### config.mk
export PLATFORM = sky130hd
export DESIGN_NAME = id_stage_pipe
export DESIGN_NICKNAME = d
export VERILOG_FILES = /design/src/rtl/id_stage_pipe.sv
export SDC_FILE = /design/constraint.sdc
export NUM_CORES = 2
export LEC_CHECK = 0
export CAP_MARGIN = 0
export CELL_PAD_IN_SITES_DETAIL_PLACEMENT = 0
export CELL_PAD_IN_SITES_GLOBAL_PLACEMENT = 1
export CORE_MARGIN = 2
export CORE_UTILIZATION = 55
export CTS_BUF_LIST = sky130_fd_sc_hd__clkbuf_16
export CTS_CLUSTER_DIAMETER = 100
export DETAILED_ROUTE_END_ITERATION = 16
export HOLD_SLACK_MARGIN = 0.15
export PLACE_DENSITY_LB_ADDON = 0.2
export SLEW_MARGIN = 20
export SYNTH_ARGS = -nofsm -noshare
export SYNTH_HDL_FRONTEND = slang
export SYNTH_SLANG_ARGS = --single-unit
### constraint.sdc
create_clock -name clk -period 4.2 [get_ports clk]
set_input_delay 0.42 -clock clk [delete_from_list [all_inputs] [get_ports clk]]
set_output_delay 0.42 -clock clk [all_outputs]
set_load 0.02 [all_outputs]
### src/rtl/id_stage_pipe.sv
// MIPS instruction-decode stage: register file with write-back bypass, immediate
// extension, load-use hazard detection and the ID/EX pipeline register.
module id_stage_pipe #(
  parameter int DATA_W     = 32,
  parameter int REG_ADDR_W = 5
) (
  input  logic                  clk,
  input  logic                  i_rst_n,
  input  logic                  i_valid,
  input  logic [31:0]           i_instruction,
  input  logic [DATA_W-1:0]     i_pc4,
  input  logic                  i_we_wb,
  input  logic [REG_ADDR_W-1:0] i_wr_addr_wb,
  input  logic [DATA_W-1:0]     i_wr_data_wb,
  input  logic                  i_ex_mem_read,
  input  logic [REG_ADDR_W-1:0] i_ex_rt,
  input  logic                  i_flush,
  input  logic                  i_stall_ext,
  output logic                  o_stall,
  output logic                  o_valid,
  output logic [REG_ADDR_W-1:0] o_rs,
  output logic [REG_ADDR_W-1:0] o_rt,
  output logic [REG_ADDR_W-1:0] o_rd,
  output logic [DATA_W-1:0]     o_reg_da,
  output logic [DATA_W-1:0]     o_reg_db,
  output logic [DATA_W-1:0]     o_imm_ext,
  output logic [5:0]            o_opcode,
  output logic [4:0]            o_shamt,
  output logic [5:0]            o_funct,
  output logic [25:0]           o_jaddr,
  output logic [DATA_W-1:0]     o_pc4
);

  localparam int unsigned NREGS = 2**REG_ADDR_W;

  logic [DATA_W-1:0]     regs [NREGS];
  logic [REG_ADDR_W-1:0] rs, rt, rd;
  logic [5:0]            opcode;
  logic [15:0]           imm16;
  logic [DATA_W-1:0]     rd_a, rd_b, imm_ext;

  assign rs     = REG_ADDR_W'(i_instruction[25:21]);
  assign rt     = REG_ADDR_W'(i_instruction[20:16]);
  assign rd     = REG_ADDR_W'(i_instruction[15:11]);
  assign opcode = i_instruction[31:26];
  assign imm16  = i_instruction[15:0];

  always_ff @(posedge clk or negedge i_rst_n) begin
    if (!i_rst_n) begin
      for (int unsigned i = 0; i < NREGS; i++) regs[i] <= '0;
    end else if (i_we_wb && i_wr_addr_wb != '0) begin
      regs[i_wr_addr_wb] <= i_wr_data_wb;
    end
  end

  // Write-back data is bypassed so a same-cycle read sees the value being written.
  assign rd_a = (rs == '0) ? '0 :
                (i_we_wb && i_wr_addr_wb == rs) ? i_wr_data_wb : regs[rs];
  assign rd_b = (rt == '0) ? '0 :
                (i_we_wb && i_wr_addr_wb == rt) ? i_wr_data_wb : regs[rt];

  always_comb begin
    imm_ext = DATA_W'(signed'(imm16));
    case (opcode)
      6'h0C, 6'h0D, 6'h0E: imm_ext = DATA_W'(imm16);
      6'h0F:               imm_ext = DATA_W'(signed'({imm16, 16'h0000}));
      default:             imm_ext = DATA_W'(signed'(imm16));
    endcase
  end

  assign o_stall = i_valid & i_ex_mem_read & (i_ex_rt != '0) &
                   ((i_ex_rt == rs) | (i_ex_rt == rt));

  // Flush and load-use bubble share one path: data fields load (don't-care),
  // control fields clear. stall_ext holds only when no flush is pending.
  always_ff @(posedge clk or negedge i_rst_n) begin
    if (!i_rst_n) begin
      o_valid   <= 1'b0;
      o_rs      <= '0;
      o_rt      <= '0;
      o_rd      <= '0;
      o_opcode  <= '0;
      o_funct   <= '0;
      o_reg_da  <= '0;
      o_reg_db  <= '0;
      o_imm_ext <= '0;
      o_shamt   <= '0;
      o_jaddr   <= '0;
      o_pc4     <= '0;
    end else if (!(i_stall_ext && !i_flush)) begin
      o_reg_da  <= rd_a;
      o_reg_db  <= rd_b;
      o_imm_ext <= imm_ext;
      o_shamt   <= i_instruction[10:6];
      o_jaddr   <= i_instruction[25:0];
      o_pc4     <= i_pc4;
      if (i_flush || o_stall) begin
        o_valid  <= 1'b0;
        o_rs     <= '0;
        o_rt     <= '0;
        o_rd     <= '0;
        o_opcode <= '0;
        o_funct  <= '0;
      end else begin
        o_valid  <= i_valid;
        o_rs     <= rs;
        o_rt     <= rt;
        o_rd     <= rd;
        o_opcode <= opcode;
        o_funct  <= i_instruction[5:0];
      end
    end
  end

endmodule

# Word level (Yosys, flattened, before mapping)

Cells that the tools add are included.
Widths: inputs -> output; s select.

Flip-flop bits (word level): 1,211
Word-level logic and storage cells: 95
Output and inout port bits: 188
Input bits: 113

Order comparisons: 4
Bitwise logic cells: 7
Equal/unequal tests: 8
Reductions and logical operators: 12
Muxes and demuxes: 20

Operator list:

| kind               | number |
|---|---|
| $bwmux 1024        | 1 |
| $bmux 32 s5        | 2 |
| $mux 32            | 9 |
| $demux 32 s5       | 1 |
| $pmux 32 s2        | 1 |
| $eq 6x4->1 const B | 4 |
| $eq 5x5->1         | 4 |
| $ge 6x6->1 const B | 3 |
| $not 5->6          | 3 |
| $mux 5             | 3 |
| $mux 6             | 2 |
| $logic_not 5->1    | 2 |
| $reduce_bool 5->1  | 2 |
| $lt 6x1->1 const B | 1 |
| $logic_and 1x1->1  | 5 |
| $and 1x1->1        | 3 |
| $reduce_or 3->1    | 1 |
| $logic_not 1->1    | 1 |
| $logic_or 1x1->1   | 1 |
| $mux 1             | 1 |
| $or 1x1->1         | 1 |

# Longest topological paths before layout

Depth after elaboration: 6
Depth in mapped cells: 10

# Least setup slack after synthesis

OpenSTA, ideal clock, no wires.

Kind: input -> register
From: input i_instruction[23]
To: register o_reg_da[10]
Arrival time: 2.194 ns
Slack: 1.880 ns
Data required time: 4.074 ns
Setup time: 0.126 ns
Path buffers: 3
Stages on the path: 7
Cell sequence: buf_2 buf_1 buf_2 mux4_2 a2111oi_0 nor3_1 a221o_1

Word-level cells in the longest chain between the ends: 6

Ends and longest elaborated chain:

| element                                    | line | source |
|---|---|---|
| start, declared                            | 10   | `input logic [31:0] i_instruction,` |
| $not 5->6 (implied by the code)            | 58   | `(i_we_wb && i_wr_addr_wb == rs) ? i_wr_data_wb : regs[rs];` |
| $bmux 32 s5                                | 58   |  |
| $mux 32 (implied by the code) (2 in a row) | 58   |  |
| $mux 32                                    | 58   |  |
| $mux 32 *                                  | 57   | `assign rd_a = (rs == '0) ? '0 :` |
| end signal, assigned                       | 91   | `o_reg_da <= rd_a;` |
| end, declared                              | 24   | `output logic [DATA_W-1:0] o_reg_da,` |

Every way passes the cells marked *; elsewhere a longest branch is shown, timed or not. The select of a mux whose other input is x is not followed.
A chain may end at the register's enable or synchronous reset.

# Worst setup path in the final report

From: input i_instruction[16]
To: output o_stall

Word-level cells in the longest chain between the ends: 3

Ends and longest elaborated chain:

| element       | line | source |
|---|---|---|
| $eq 5x5->1    | 72   | `((i_ex_rt == rs) \| (i_ex_rt == rt));` |
| $or 1x1->1    | 72   |  |
| $and 1x1->1   | 71   | `assign o_stall = i_valid & i_ex_mem_read & (i_ex_rt != '0) &` |
| end, declared | 19   | `output logic o_stall,` |

Every way passes these cells.

==> flow_summary.json <==
{
  "slowest_delay_ns": 0.66,
  "finalHoldViolations": 0,
  "antenna_found_initial": 16,
  "syn_avg_cell_area_um2": 14.2,
  "cts_setup_buffers": 0,
  "p_sw_frac": 0.281,
  "first_pass_iters": 5,
  "synth.area.top_cells": "dfrtp_1, mux2_2, mux4_2",
  "yosysWarnings": 0,
  "fmax_ghz": 0.285,
  "critPathLaunchType": "input port",
  "clockBufferDepth": 3,
  "finalSetupTns_ns": 0,
  "core_area_um2": 111000,
  "maxCapViolCount": 0,
  "timing.critical_path.to_type": "output port",
  "grt_pass1_vias": 41848,
  "worstPathCellList": "buf_8 > buf_12 > xor2_1 > nor3_1 > a22oi_1 > buf_4 > nor2_1 > clkdlybuf4s50_1",
  "area_delta_synth_final_pct": 14.3,
  "peakVddDrop_v": 0.000391,
  "insertion_delay_ns": 0.75,
  "critPathMaxFanout": 44,
  "clock-sinks": 1206,
  "ios": 301,
  "synth_top_area_cell": "dfrtp_1",
  "path_class": "input port to output port",
  "syn-cell-area_um2": 61200,
  "tightest_slew_ns": 1.17,
  "p_sw_uw": 9250,
  "clk_pin_slew_worst_paths_ns": 0.06,
  "synth.distinct_cells": 50,
  "synthCells": 4297,
  "synth_seq_area_share": 0.493,
  "die_y_um": 338,
  "htreeDepth": 4,
  "clockPowerShare": 0.330,
  "finalSetupViolations": 0,
  "slew_headroom": 0.216,
  "die_w_um": 338,
  "vias": 41406,
  "drive_gt1_frac": 0.409,
  "initial_core_util": 0.554,
  "worstPathArrival_ns": 3.08,
  "grt_pass1_wl_um": 290000,
  "period_share": 0.834,
  "synth_edf_count": 0,
  "port_buffers": 300,
  "route.detailed.drc": 0,
  "holdWs_ns": 0.209,
  "grt_setup_unrepaired": "false",
  "p_leak_uw": 0.0305,
  "place.gp.congestion": 0.872,
  "critical_path_required_ns": 3.78,
  "slew_viol_final": 0,
  "cts_buffers": 136,
  "ant_nets": 0,
  "final_cell_mix": "dfrtp_1, mux2_2, mux4_2",
  "status": "finished clean",
  "post-route-min-period_ns": 3.50,
  "skew_ns": 0.0227,
  "hold_path.class": "input port to flip-flop",
  "cpMaxStageDelayCell": "a22oi_1",
  "fp-row-count": 122,
  "grt_max_degree": 142,
  "drt-vias-per-instance": 6.87,
  "seq_power_share": 0.464,
  "cts_tree": "done",
  "die-area_um2": 114000,
  "layout_commonest_cell": "dfrtp_1",
  "wirelength_um": 197000,
  "synth_seq_cells": 1206,
  "root_buffer": "clkbuf_16",
  "internal-power_uw": 23700,
  "first_iter_violations": 4298,
  "synthArstFlopShare": 1.00,
  "syn_nets": 4410,
  "synth-main-ff-cell": "dfrtp_1",
  "comb_power_share": 0.206,
  "overflow": 0,
  "hpwl_um": 122000,
  "wl_per_cell_um": 32.7,
  "synth.top_cell.area_share": 0.493,
  "grt_use_total": 0.350,
  "nets": 4559,
  "p_per_area_nw_per_um2": 471
}
-- cell type report --
type | instances | area (µm²)
Clock buffer | 139 | 3480
Tap cell | 1488 | 1860
Fill cell | 8417 | 40600
Sequential cell | 1206 | 30200
Clock inverter | 84 | 454
Multi-Input combinational cell | 2605 | 29000
Inverter | 1 | 3.75
Antenna cell | 6 | 15.0
Timing Repair Buffer | 496 | 4980
-- cells in the mapped netlist (34+ instances only) --
cell type and instances:
dfrtp_1 1206, mux2_2 1026, mux4_2 384, clkbuf_1 297
nand2_1 275, mux2i_1 256, a221o_1 64, buf_2 63
o221ai_1 63, o22ai_1 63, a22o_1 61, buf_1 60
a211oi_1 53, o21ai_0 47, a21oi_1 41, nand3_1 35
a22oi_1 34, nor3_1 34
-- per-stage QoR --
stage               area (µm²)  setup slack (ns)  total power, µW  cells   util
floorplan                61200              1.88            19600   4297      -
global placement         66100             0.653            21900   5795  0.598
detailed placement       66100             0.581            22100   5795  0.598
CTS                      70000             0.812            33000   6019  0.634
global route             70000             0.581            34200   6023  0.633
finish                   70000             0.695            32900   6025  0.633
-- registers in the layout, summed over array words and instances, names as in the netlist --
name / count
o_funct: 6
o_imm_ext: 32
o_jaddr: 22
o_opcode: 6
o_pc4: 32
o_rd: 5
o_reg_da: 32
o_reg_db: 32
o_rs: 5
o_rt: 5
o_shamt: 4
o_valid: 1
regs: 1024
-- per-layer routing --
layer  track usage  wire [µm]  vias up
met5             0         66        -
met1         0.482      79600    22051
met3        0.0801      18200      482
met4         0.152       9070       10
li1              -          -    16729
met2         0.535      90000     2134
-- worst max-delay path: cells and delay by family --
family,cells,cell delay [ns]
xor+xnor,1,0.21
buf+inv,4,1.61
simple gates,2,0.14
compound gates,1,0.66
-- power groups by stage --
stage / clock network, µW / registers [µW] / logic (µW)
final: 10900 / 15300 / 6780
after global routing: 11500 / 15500 / 7210
after CTS: 11000 / 15200 / 6790
after detailed placement: 0 / 15400 / 6760
after global placement: 0 / 15200 / 6630
after floorplan: 0 / 15100 / 4520
-- logic make-up after synthesis --
logic type / count (synthesis) / synth area share
flip-flops: 1206 / 0.493
XOR/XNOR: 20 / 0.00286
multiplexers: 1666 / 0.372
AO/OA/AOI/OAI: 506 / 0.0654
buffers and inverters: 486 / 0.0374
AND/OR/NAND/NOR: 413 / 0.0291
-- repair_timing --
item,4_1_cts,5_1_grt
endpoints found under the setup margin,0,0
hold buffers,1,0
resized for setup,0,0
endpoints found under the hold margin,115,0
-- worst paths after layout --
check / from / end / slack [ns] / depth (start not counted)
worst max-delay path: i_instruction[16] / o_stall / 0.70 / 8
worst min-delay path: i_pc4[17] / o_pc4[17]$_DFFE_PN0N_ / 0.21 / 3
worst max register to register: regs[513]$_DFFE_PN0P_ / o_reg_da[1]$_DFFE_PN0N_ / 1.84 / 5
worst min register to register: regs[1000]$_DFFE_PN0P_ / regs[1000]$_DFFE_PN0P_ / 0.39 / 0
max in group asynchronous: i_rst_n / regs[150]$_DFFE_PN0P_ / 2.70 / 3
min in group asynchronous: i_rst_n / o_pc4[31]$_DFFE_PN0N_ / 0.32 / 2
Power figures use the tool's default switching activity.
